<file path="src/rtl/lab1_imul_msg_driver.sv">
// Request generator and in-order response checker for the lab1 imul val/rdy streams.
// Define LAB1_IMUL_MSG_DRIVER_STALL_EN to add pseudo-random stalls on both streams.
module lab1_imul_msg_driver #(
    parameter logic [31:0] SEED       = 32'h0000_0001,
    parameter int unsigned FIFO_DEPTH = 4
) (
    input  logic        clk,
    input  logic        reset,
    input  logic        start,
    input  logic [15:0] num_msgs,
    output logic        req_val,
    input  logic        req_rdy,
    output logic [63:0] req_msg,
    input  logic        resp_val,
    output logic        resp_rdy,
    input  logic [31:0] resp_msg,
    output logic        done,
    output logic [15:0] pass_count,
    output logic [15:0] fail_count,
    output logic        error
);

    localparam int unsigned     PtrW     = $clog2(FIFO_DEPTH);
    localparam logic [PtrW:0]   DepthCnt = (PtrW + 1)'(FIFO_DEPTH);
    localparam logic [31:0]     LfsrMask = 32'h8020_0003;
    localparam logic [31:0]     SeedInit = (SEED == 32'h0) ? 32'h1 : SEED;

    typedef enum logic [1:0] {StIdle, StRun, StDone} state_e;

    state_e          state_q, state_d;
    logic [15:0]     num_q, num_d, sent_q, sent_d, recv_q, recv_d;
    logic [15:0]     pass_q, pass_d, fail_q, fail_d;
    logic            err_q, err_d;
    logic [31:0]     lfsr_q, lfsr_d;
    logic [31:0]     fifo_q [FIFO_DEPTH];
    logic [PtrW-1:0] wptr_q, wptr_d, rptr_q, rptr_d;
    logic [PtrW:0]   cnt_q, cnt_d;
    logic            fifo_full, fifo_empty, push, pop, clear;
    logic            req_base, resp_base;
    logic [31:0]     op_a, op_b, prod;

    assign op_a       = lfsr_q;
    assign op_b       = {lfsr_q[15:0], lfsr_q[31:16]};
    assign prod       = op_a * op_b;
    assign req_msg    = {op_a, op_b};
    assign fifo_full  = (cnt_q == DepthCnt);
    assign fifo_empty = (cnt_q == '0);
    assign req_base   = (state_q == StRun) && (sent_q < num_q) && !fifo_full;
    assign resp_base  = (state_q == StRun) && !fifo_empty;
    assign push       = req_val & req_rdy;
    assign pop        = resp_val & resp_rdy;
    assign done       = (state_q == StDone);
    assign pass_count = pass_q;
    assign fail_count = fail_q;
    assign error      = err_q;

`ifdef LAB1_IMUL_MSG_DRIVER_STALL_EN
    logic [7:0] lfsr8_q;
    logic       stall, hold_q;

    assign stall = (lfsr8_q[1:0] == 2'b00);

    always_ff @(posedge clk) begin
        if (reset) begin
            lfsr8_q <= 8'h5A;
            hold_q  <= 1'b0;
        end else begin
            lfsr8_q <= {1'b0, lfsr8_q[7:1]} ^ (lfsr8_q[0] ? 8'hB8 : 8'h00);
            hold_q  <= req_val & ~req_rdy;
        end
    end

    // A request already on the wire stays up until taken, regardless of stall.
    assign req_val  = req_base & (~stall | hold_q);
    assign resp_rdy = resp_base & ~stall;
`else
    assign req_val  = req_base;
    assign resp_rdy = resp_base;
`endif

    always_comb begin
        state_d = state_q;
        num_d   = num_q;
        sent_d  = sent_q;
        recv_d  = recv_q;
        pass_d  = pass_q;
        fail_d  = fail_q;
        err_d   = err_q;
        lfsr_d  = lfsr_q;
        clear   = 1'b0;
        if (push) begin
            lfsr_d = {1'b0, lfsr_q[31:1]} ^ (lfsr_q[0] ? LfsrMask : 32'h0);
            sent_d = sent_q + 16'd1;
        end
        if (pop) begin
            recv_d = recv_q + 16'd1;
            if (resp_msg == fifo_q[rptr_q]) begin
                pass_d = pass_q + 16'd1;
            end else begin
                fail_d = fail_q + 16'd1;
                err_d  = 1'b1;
            end
        end
        unique case (state_q)
            StIdle, StDone: begin
                if (start) begin
                    num_d   = num_msgs;
                    sent_d  = '0;
                    recv_d  = '0;
                    pass_d  = '0;
                    fail_d  = '0;
                    err_d   = 1'b0;
                    clear   = 1'b1;
                    state_d = (num_msgs == 16'd0) ? StDone : StRun;
                end
            end
            StRun: begin
                // Leave on the edge that accepts the final response.
                if (pop && (recv_q + 16'd1 == num_q)) state_d = StDone;
            end
            default: state_d = StIdle;
        endcase
    end

    always_comb begin
        wptr_d = wptr_q;
        rptr_d = rptr_q;
        cnt_d  = cnt_q + {{PtrW{1'b0}}, push} - {{PtrW{1'b0}}, pop};
        if (push) wptr_d = wptr_q + 1'b1;
        if (pop)  rptr_d = rptr_q + 1'b1;
        if (clear) begin
            wptr_d = '0;
            rptr_d = '0;
            cnt_d  = '0;
        end
    end

    always_ff @(posedge clk) begin
        if (reset) begin
            state_q <= StIdle;
            num_q   <= '0;
            sent_q  <= '0;
            recv_q  <= '0;
            pass_q  <= '0;
            fail_q  <= '0;
            err_q   <= 1'b0;
            lfsr_q  <= SeedInit;
            wptr_q  <= '0;
            rptr_q  <= '0;
            cnt_q   <= '0;
        end else begin
            state_q <= state_d;
            num_q   <= num_d;
            sent_q  <= sent_d;
            recv_q  <= recv_d;
            pass_q  <= pass_d;
            fail_q  <= fail_d;
            err_q   <= err_d;
            lfsr_q  <= lfsr_d;
            wptr_q  <= wptr_d;
            rptr_q  <= rptr_d;
            cnt_q   <= cnt_d;
        end
    end

    always_ff @(posedge clk) begin
        if (push) fifo_q[wptr_q] <= prod;
    end

endmodule
</file>
<file path="config.mk">
export PLATFORM = sky130hd
export DESIGN_NAME = lab1_imul_msg_driver
export DESIGN_NICKNAME = d
export VERILOG_FILES = /design/src/rtl/lab1_imul_msg_driver.sv
export SDC_FILE = /design/constraint.sdc
export NUM_CORES = 1
export LEC_CHECK = 0
export ABC_AREA = 1
export CAP_MARGIN = 20
export CORE_MARGIN = 5
export CORE_UTILIZATION = 55
export DETAILED_ROUTE_END_ITERATION = 10
export PLACE_DENSITY = 0.77
export SLEW_MARGIN = 20
export SYNTH_ARGS = -nofsm -noshare
export SYNTH_HDL_FRONTEND = slang
export SYNTH_SLANG_ARGS = --single-unit
</file>
<file path="constraint.sdc">
create_clock -name clk -period 6.4 [get_ports clk]
set_input_delay 0.64 -clock clk [delete_from_list [all_inputs] [get_ports clk]]
set_output_delay 0.64 -clock clk [all_outputs]
set_load 0.05 [all_outputs]
</file>
==> results_dict.tcl <==
set metrics [dict create \
    outcome "finished with violations" \
    violations "negative setup slack" \
    crit_slowest_cell "fa_1" \
    antenna_found_initial 0 \
    fin_skew_ps 12.0 \
    synth_seq_cells 252 \
    fmax_mhz 153 \
    avgViaCountPerCell 5.00 \
    synth_cell_type_count 37 \
    synth_edf_count 128 \
    grtUsageTotal_pct 24.0 \
    maxSlewViolCount 0 \
    hold_violations 0 \
    layout-drive-gt1-share_pct 9.72 \
    dieHeight_um 235 \
    post-route-drc-count 0 \
    wl_per_cell_um 15.0 \
    synthCells 3558 \
    cpMostUsedCell "fa_1" \
    n_antenna_cell 0 \
    grt_pass1_wl_mm 111 \
    ir_drop_mv 0.222 \
    rsz0062_at_grt "true" \
    whs_ps 481 \
    route.met3.wl_mm 3.48 \
    wl_met1_mm 28.3 \
    yosysWarnings 0 \
    core-area_mm2 0.0501 \
    synth_top_area_share_pct 27.8 \
    ys.flop_type "edfxtp_1" \
    tritoncts "built" \
    dieArea_mm2 0.0552 \
    startpoint_type "flip-flop" \
    wl_mm 66.6 \
    nets 4352 \
    leakage_nw 17.1 \
    initial_core_util_pct 55.6 \
    period_share_pct 102 \
    async_reset_ff_share_pct 0 \
    setup_viol 30 \
    path_clk_slew_ps 60 \
    place_congestion 0.924 \
    final_core_util_pct 64.8 \
    synth_nets 4152 \
    core.rowCount 82 \
    met2_wirelength_mm 32.9 \
    clock-sinks 252 \
    synthToLayoutAreaGrowth_pct 16.7 \
    cp-end-kind "flip-flop" \
    synth_area_mm2 0.0278 \
    grt_overflow 0 \
    grt_max_degree 86 \
    grt_pass1_vias 22700 \
    hold_class "reg2reg" \
    p_total_mw 5.62 \
    layout_min_cycle_time_ps 6540 \
    cts_made_buffers 28 \
    io_pins 153 \
    slew_headroom_pct 27.9 \
    via_count 22200 \
    clock_latency_ps 560 \
    cap_violations 0 \
    cts_root_buf "clkbuf_16" \
    path_delay_family "adder cells" \
    netlist_top_cells_area "fa_1, nand2_1, edfxtp_1, inv_1, dfxtp_1" \
    arrival_ps 6850 \
    worst-slew-pin-transition_ps 1080 \
    fp.dieW_um 235 \
    portBuffers 152 \
    r2r_slack_ps -140 \
    path_max_fanout 8 \
    yosysSeqAreaShare_pct 22.7 \
    yosys.area.top_type "fa_1" \
    synth_area_per_cell_um2 7.82 \
    cp.required_ps 6710 \
    max_stage_delay_ps 560 \
    ant_nets 0 \
    cts_buffer_depth 3 \
    route.top_layer_used "met4" \
    crit_type "reg2reg" \
    dr.pass1.iters 5 \
    path_buf_inv 7 \
    p_per_area_mw_per_mm2 173 \
    fin_ws_ps -140 \
    dp_hpwl_mm 52.6 \
    htree_levels 1 \
    cts_hold_buffers 0 \
    drt_iter0_drc 1453 \
]
kinds of logic after synthesis:
group / share of synthesized area, %
and+or+nand+nor: 21.0
DFF: 22.7
xor gates and xnor gates: 3.56
adders and majority gates: 34.8
buffers and inverters: 14.2
AOI/OAI and AO/OA: 3.68
worst paths after layout:
kind | endpoint | depth (start not counted) | from
setup / recovery | fifo_q[2][29] | 26 | lfsr_q[18]
hold / removal | pass_count[1] | 2 | pass_count[1]
setup reg to reg | fifo_q[2][29] | 26 | lfsr_q[18]
hold reg to reg | pass_count[1] | 2 | pass_count[1]
stage by stage:
step	area (um^2)	instances	worst slack (ps)	setup TNS, ps
2_1_floorplan	28200	3558	-52.6	-210
5_1_grt	32500	4449	-320	-10740
3_3_place_gp	31000	4388	-109	-801
6_report	32500	4449	-140	-1640
4_1_cts	32200	4445	-57.4	-228
3_5_place_dp	31000	4388	-166	-3530
sequential cells by signal, summed over array words and instances (netlist names), named ones only:
signal / count
fifo_q: 128
lfsr_q: 32
fail_count: 16
num_q: 16
pass_count: 16
recv_q: 16
sent_q: 16
cnt_q: 3
rptr_q: 2
state_q: 2
wptr_q: 2
error: 1
timing repair:
action                     CTS  global route
gates resized for setup     58            59
setup buffers                9             6
pin swaps                   26            38
gates cloned                 0             0
setup endpoints to repair   48            76
cell usage in the layout, fill, tap and decap left out, types with 11 or more instances in the layout:
cell type	count
a21oi_1	70
buf_12	11
buf_4	162
buf_6	16
clkbuf_16	28
clkdlybuf4s50_1	152
dfxtp_1	91
dfxtp_4	27
edfxtp_1	128
fa_1	373
fa_2	13
ha_1	144
inv_1	810
inv_2	14
nand2_1	1014
nand2_2	12
nand3_1	151
nand4_1	20
nor2_1	212
nor3_1	12
o21ai_0	81
xnor2_1	29
xor2_1	71
layout make-up:
class / instances / area, um^2
Clock inverter: 8 / 111
Inverter: 826 / 3100
Sequential cell: 252 / 6430
Timing Repair Buffer: 344 / 3170
Fill cell: 4156 / 17600
Multi-Input combinational cell: 2306 / 18000
Clock buffer: 41 / 810
Tap cell: 672 / 841
synthesized netlist by cell type, drive strengths merged (12+ instances only):
library cell and n:
inv 824, edfxtp 128, ha 155, nand4 20, nand2 1029, fa 386
clkbuf 96, nor3 12, buf 78, nor2 222, xor2 76, o21ai 88
nand3 153, a21oi 83, dfxtp 124, xnor2 32
tightest hold or removal path: stages, from the launching register on:
cell and delay, ps:
dfxtp_1 330, inv_1 60, a21oi_1 50
layer usage:
metal  vias up  GRT usage [%]
met5         -              0
met4         0           6.46
met3       123           2.66
met2       622           42.5
met1     10600           31.5
li1      10900              -
power breakdown:
part | internal (mW) | switching [mW]
clock network | 0.954 | 0.645
logic | 0.851 | 1.23
registers | 1.86 | 0.0768
total | 3.67 | 1.95
(Power assumes the default switching activity.)
